`config.mk`:
```
export PLATFORM = sky130hd
export DESIGN_NAME = pc_fetch_stage
export DESIGN_NICKNAME = d
export VERILOG_FILES = /design/src/rtl/mips_pkg.sv /design/src/rtl/pc_next_mux.sv /design/src/rtl/pc_fetch_stage.sv
export SDC_FILE = /design/constraint.sdc
export NUM_CORES = 1
export LEC_CHECK = 0
export ABC_AREA = 1
export CORE_ASPECT_RATIO = 1.25
export CORE_MARGIN = 4
export CORE_UTILIZATION = 38
export CTS_CLUSTER_DIAMETER = 100
export DETAILED_ROUTE_END_ITERATION = 6
export GPL_ROUTABILITY_DRIVEN = 0
export PLACE_DENSITY = 0.77
export SYNTH_ARGS = -nofsm -noshare
export SYNTH_HDL_FRONTEND = slang
export SYNTH_SLANG_ARGS = --single-unit
```
`constraint.sdc`:
```
create_clock -name clk -period 1.5 [get_ports clk]
set_input_delay 0.3 -clock clk [delete_from_list [all_inputs] [get_ports clk]]
set_output_delay 0.3 -clock clk [all_outputs]
set_load 0.005 [all_outputs]
```
`src/rtl/mips_pkg.sv`:
```
// Shared constants and the next-PC select encoding for the fetch stage.
package mips_pkg;

    localparam int unsigned DATA_WIDTH = 32;

    localparam logic [31:0] RESET_PC = 32'h0040_0000;
    localparam logic [31:0] NOP_WORD = 32'h0000_0000;
    localparam logic [31:0] PC_INCR  = 32'h0000_0004;

    // Next-PC source, listed lowest to highest priority.
    typedef enum logic [2:0] {
        PC_SEQ    = 3'd0,
        PC_HOLD   = 3'd1,
        PC_BRANCH = 3'd2,
        PC_JUMP   = 3'd3,
        PC_JR     = 3'd4
    } pc_sel_e;

endpackage

```
`src/rtl/pc_next_mux.sv`:
```
// Combinational next-PC selection. Redirect targets have their low two bits
// cleared, and any non-zero low bits are flagged so that the fetch stage can
// register a misaligned pulse. Sequential and hold values are always aligned.
module pc_next_mux
    import mips_pkg::*;
#(
    parameter int unsigned DATA_WIDTH = 32
) (
    input  logic [DATA_WIDTH-1:0] pc,
    input  logic [DATA_WIDTH-1:0] pc_plus4,
    input  logic [3:0]            pc_region,
    input  logic                  stall,
    input  logic                  branch_taken,
    input  logic [DATA_WIDTH-1:0] branch_target,
    input  logic                  jump,
    input  logic [25:0]           jump_index,
    input  logic                  jump_reg,
    input  logic [DATA_WIDTH-1:0] jump_reg_target,
    output logic [DATA_WIDTH-1:0] next_pc,
    output logic                  misaligned
);

    pc_sel_e               sel_s;
    logic [DATA_WIDTH-1:0] raw_target_s;
    logic                  redirect_s;

    // Priority encode the PC source; redirects outrank stall.
    always_comb begin
        sel_s = PC_SEQ;
        if (jump_reg) begin
            sel_s = PC_JR;
        end else if (jump) begin
            sel_s = PC_JUMP;
        end else if (branch_taken) begin
            sel_s = PC_BRANCH;
        end else if (stall) begin
            sel_s = PC_HOLD;
        end else begin
            sel_s = PC_SEQ;
        end
    end

    // Pick the raw target for the selected source and note whether it is a redirect.
    always_comb begin
        raw_target_s = pc_plus4;
        redirect_s   = 1'b0;
        case (sel_s)
            PC_JR: begin
                raw_target_s = jump_reg_target;
                redirect_s   = 1'b1;
            end
            PC_JUMP: begin
                raw_target_s = {pc_region, jump_index, 2'b00};
                redirect_s   = 1'b1;
            end
            PC_BRANCH: begin
                raw_target_s = branch_target;
                redirect_s   = 1'b1;
            end
            PC_HOLD: begin
                raw_target_s = pc;
                redirect_s   = 1'b0;
            end
            PC_SEQ: begin
                raw_target_s = pc_plus4;
                redirect_s   = 1'b0;
            end
            default: begin
                raw_target_s = pc_plus4;
                redirect_s   = 1'b0;
            end
        endcase
    end

    // Force word alignment on redirects and flag a misaligned target.
    always_comb begin
        next_pc    = raw_target_s;
        misaligned = 1'b0;
        if (redirect_s) begin
            next_pc    = {raw_target_s[DATA_WIDTH-1:2], 2'b00};
            misaligned = (raw_target_s[1:0] != 2'b00);
        end else begin
            next_pc    = raw_target_s;
            misaligned = 1'b0;
        end
    end

endmodule

```
`src/rtl/pc_fetch_stage.sv`:
```
// Instruction-fetch stage: owns the PC driving the asynchronous program ROM
// and registers the returned word with its PC+4 into the IF/ID register.
module pc_fetch_stage
    import mips_pkg::*;
#(
    parameter int unsigned DATA_WIDTH = 32,
    parameter logic [31:0] RESET_PC   = 32'h0040_0000,
    parameter logic [31:0] NOP_WORD   = 32'h0000_0000
) (
    input  logic                  clk,
    input  logic                  reset,
    input  logic                  stall,
    input  logic                  flush,
    input  logic                  branch_taken,
    input  logic [DATA_WIDTH-1:0] branch_target,
    input  logic                  jump,
    input  logic [25:0]           jump_index,
    input  logic                  jump_reg,
    input  logic [DATA_WIDTH-1:0] jump_reg_target,
    input  logic [DATA_WIDTH-1:0] instruction_i,
    output logic [DATA_WIDTH-1:0] pc_o,
    output logic [DATA_WIDTH-1:0] if_id_instruction,
    output logic [DATA_WIDTH-1:0] if_id_pc_plus4,
    output logic                  if_id_valid,
    output logic                  misaligned
);

    logic [DATA_WIDTH-1:0] pc_r;
    logic [DATA_WIDTH-1:0] if_id_instruction_r;
    logic [DATA_WIDTH-1:0] if_id_pc_plus4_r;
    logic                  if_id_valid_r;
    logic                  misaligned_r;

    logic [DATA_WIDTH-1:0] pc_plus4_s;
    logic [DATA_WIDTH-1:0] next_pc_s;
    logic                  misaligned_s;

    // Wraps modulo 2^DATA_WIDTH.
    assign pc_plus4_s = pc_r + PC_INCR[DATA_WIDTH-1:0];

    pc_next_mux #(
        .DATA_WIDTH (DATA_WIDTH)
    ) u_pc_next_mux (
        .pc              (pc_r),
        .pc_plus4        (pc_plus4_s),
        .pc_region       (if_id_pc_plus4_r[DATA_WIDTH-1:DATA_WIDTH-4]),
        .stall           (stall),
        .branch_taken    (branch_taken),
        .branch_target   (branch_target),
        .jump            (jump),
        .jump_index      (jump_index),
        .jump_reg        (jump_reg),
        .jump_reg_target (jump_reg_target),
        .next_pc         (next_pc_s),
        .misaligned      (misaligned_s)
    );

    // PC register and one-cycle misaligned flag; reset discards any pending redirect.
    always_ff @(posedge clk) begin
        if (reset) begin
            pc_r         <= RESET_PC[DATA_WIDTH-1:0];
            misaligned_r <= 1'b0;
        end else begin
            pc_r         <= next_pc_s;
            misaligned_r <= misaligned_s;
        end
    end

    // IF/ID register: flush inserts a bubble, stall holds, otherwise load the fetched word.
    always_ff @(posedge clk) begin
        if (reset) begin
            if_id_instruction_r <= NOP_WORD[DATA_WIDTH-1:0];
            if_id_pc_plus4_r    <= RESET_PC[DATA_WIDTH-1:0];
            if_id_valid_r       <= 1'b0;
        end else if (flush) begin
            if_id_instruction_r <= NOP_WORD[DATA_WIDTH-1:0];
            if_id_pc_plus4_r    <= pc_plus4_s;
            if_id_valid_r       <= 1'b0;
        end else if (stall) begin
            if_id_instruction_r <= if_id_instruction_r;
            if_id_pc_plus4_r    <= if_id_pc_plus4_r;
            if_id_valid_r       <= if_id_valid_r;
        end else begin
            if_id_instruction_r <= instruction_i;
            if_id_pc_plus4_r    <= pc_plus4_s;
            if_id_valid_r       <= 1'b1;
        end
    end

    assign pc_o              = pc_r;
    assign if_id_instruction = if_id_instruction_r;
    assign if_id_pc_plus4    = if_id_pc_plus4_r;
    assign if_id_valid       = if_id_valid_r;
    assign misaligned        = misaligned_r;

endmodule

```
==> flow_metrics.py <==
metrics = {
    "timing": {
        "finClkSkew_ps": 6.32,
        "finalCritPeriodShare_pct": 99.5,
        "setup_violations": 0,
        "max_freq_mhz": 670,
        "timing.final.ws_setup_ps": 6.76,
        "hold_violations": 0,
        "finalMaxSlewViolations": 0,
        "setup-tns-final_ps": 0,
        "rsz0062_at_grt": "true",
        "worstMarginPinSlew_ps": 382,
        "min_period_ps": 1490,
        "slew-limit-headroom_pct": 74.5,
    },
    "drt": {
        "final_antenna_net_count": 0,
        "initialDrtViolationCount": 315,
        "drt-pass1-iter-count": 5,
        "vias_per_cell": 4.94,
        "drc_errors": 0,
        "vias": 6251,
        "wl_um": 20000,
        "wl_per_cell_um": 15.8,
    },
    "placed_design": {
        "dpl.hpwl_um": 14300,
        "numPortBuffers": 226,
        "preCtsSetupSlack_ps": -364,
    },
    "critical_path": {
        "worstSetupStartpointType": "register",
        "cp.arrival_ps": 1730,
        "cp-end-kind": "register",
        "cp_max_fo": 2,
        "cp_data_required_time_ps": 1740,
        "critPathKind": "register to register",
    },
    "synthesis": {
        "syn_inst": 815,
        "synth-seq-area-share_pct": 38.3,
        "synth_edf_count": 0,
        "syn_area_per_cell_um2": 6.28,
        "synth.distinct_cells": 28,
        "synth_ff_type": "dfxtp_1",
        "ys_ff_latch": 98,
        "synth_area_mm2": 0.00512,
        "yosysWarnings": 0,
        "async_reset_ff_share_pct": 0,
        "syn_nets": 945,
    },
    "floorplan": {
        "die_x_um": 112,
        "start_util_pct": 38.7,
        "fp.coreArea_mm2": 0.0132,
        "io_pins": 227,
        "die_y_um": 138,
        "die_area_mm2": 0.0154,
        "rows": 47,
    },
    "min_path": {
        "worstHoldPathType": "register to register",
    },
    "grt": {
        "grt_pass1_wl_um": 30200,
        "grt_overflow": 0,
        "grt_pass1_vias": 6029,
        "antenna_found_initial": 0,
        "grt_max_degree": 38,
        "grt_usage_pct": 24.6,
    },
    "clock_tree": {
        "root_buffer": "clkbuf_16",
        "htreeDepth": 3,
        "cts.sinks": 98,
        "clkTransAtPathRegs_ps": 70,
        "cts_tree": "yes",
        "hold_buffers": 0,
        "numCtsBuffers": 9,
        "clk_latency_ps": 350,
        "clock_path_buffers": 2,
    },
    "pwr": {
        "ir_drop_mv": 0.533,
        "p_per_area_mw_per_mm2": 764,
        "p_leak_nw": 4.48,
    },
    "layout": {
        "nets": 1220,
        "antenna_cells": 0,
        "syn_to_final_growth_pct": 72.5,
        "drive_gt1_share_pct": 19.5,
    },
    "status": {
        "status": "completed",
    },
    "flow_run": {
        "max-cap-violations": 0,
    },
}
synth_stat cells, types with 2 or more instances:
| cell | n | share of area, % |
|---|---|---|
| nand2_1 | 295 | 22 |
| inv_2 | 2 | 0.15 |
| dfxtp_1 | 98 | 38 |
| nand4_1 | 3 | 0.37 |
| o21bai_1 | 22 | 3.2 |
| buf_1 | 6 | 0.44 |
| xnor2_1 | 4 | 0.68 |
| nand3_1 | 47 | 4.6 |
| nor2_1 | 107 | 7.8 |
| a21oi_1 | 57 | 5.6 |
| buf_4 | 3 | 0.44 |
| o211ai_1 | 5 | 0.73 |
| inv_1 | 65 | 4.8 |
| nand2_2 | 5 | 0.61 |
| clkbuf_1 | 18 | 1.3 |
| o21ai_0 | 35 | 3.4 |
| nor2_4 | 3 | 0.66 |
| nor2_2 | 14 | 1.7 |
| buf_2 | 11 | 1.1 |
| xor2_1 | 7 | 1.2 |
path summary, 6_finish.rpt:
path	from	end	slack [ps]	depth (start not counted)
max reg2reg	pc_o[18]	if_id_pc_plus4[19]	7	10
min	if_id_instruction[31]	if_id_instruction[31]	450	2
min reg2reg	if_id_instruction[31]	if_id_instruction[31]	450	2
max	pc_o[18]	if_id_pc_plus4[19]	7	10
layout by cell type, fill, tap and decap left out, types with 2 or more instances in the layout:
cell	synthesis	final
dlygate4sd2_1	0	64
buf_6	0	4
dfxtp_1	98	65
dfxtp_2	0	26
nand2_1	295	272
nand2_4	0	7
nand3_1	47	45
nand3_2	1	2
xnor2_1	4	2
inv_1	65	63
nor2_4	3	25
buf_4	3	65
xor2_1	7	3
xor2_2	0	4
nor2_2	14	18
nor2_1	107	81
nand2_2	5	21
a21oi_1	57	56
buf_12	0	6
clkbuf_1	18	2
o211ai_1	5	5
nand4_1	3	3
dlymetal6s2s_1	0	31
dfxtp_4	0	7
inv_2	2	4
o21ai_0	35	33
o21bai_1	22	21
o21ai_1	1	2
clkbuf_16	0	9
clkdlybuf4s50_1	0	131
layer usage:
metal | vias up | wire length (um) | track usage, %
li1 | 3104 | - | -
met1 | 2796 | 7370 | 25.9
met2 | 292 | 10100 | 46.4
met3 | 59 | 1680 | 7.25
met4 | 0 | 765 | 8.99
met5 | - | 0 | 0
state kept, by name, indices dropped and copies added (netlist names):
| signal | count |
|---|---|
| if_id_valid | 1 |
| pc_o | 32 |
| if_id_instruction | 32 |
| misaligned | 1 |
| if_id_pc_plus4 | 32 |
stage by stage:
| stage | utilization, % | area, um2 | power (W) | hold WS (ps) | instances |
|---|---|---|---|---|---|
| finish | 66.7 | 8830 | 0.00674 | 451 | 1266 |
| global route | 66.7 | 8830 | 0.00702 | 479 | 1266 |
| CTS | 63.6 | 8410 | 0.00672 | 454 | 1263 |
| detailed placement | 59.9 | 7930 | 0.00437 | 447 | 1230 |
| global placement | 59.9 | 7930 | 0.00435 | 441 | 1230 |
| floorplan | - | 5120 | 0.00344 | 443 | 815 |
power by group:
part | switching [W] | internal [W]
sequential | 0.000107 | 0.00276
clock | 0.00103 | 0.00134
combinational | 0.000690 | 0.000811
total | 0.00182 | 0.00491
critical path, cell delays in order, from the launching register on:
cell,delay (ps)
dfxtp_2,350
buf_4,130
nand2_2,90
nor2_4,140
nand2_2,90
nor2_4,140
nand2_2,70
nand2_1,100
nand2_1,80
o21bai_1,150
inv_1,60
final cells by class:
cell class / instances / area (um2)
fill: 1124 / 4410
multi-input combinational: 610 / 3090
timing repair buffer: 302 / 2940
sequential: 98 / 2020
inverter: 69 / 262
clock buffer: 12 / 246
tap: 171 / 214
clock inverter: 4 / 51.3
kinds of logic (layout without fill, tap and decap cells):
group	count (synthesis)	after routing	share of synthesized area, %
adders and majority gates	1	1	0.244
DFF	98	98	38.3
and+or+nand+nor	476	476	37.8
AOI/OAI and AO/OA	122	122	13.3
xor gates and xnor gates	11	11	1.88
buffers and inverters	107	387	8.39
what timing repair did:
item | in CTS | in global routing
gates cloned | 1 | 0
resized for setup | 114 | 121
hold endpoints to repair | 0 | 0
pin swaps | 7 | 39
endpoints found under the setup margin | 82 | 85
buffers inserted | 16 | 4
No activity file was read; power rests on OpenSTA's default activity.
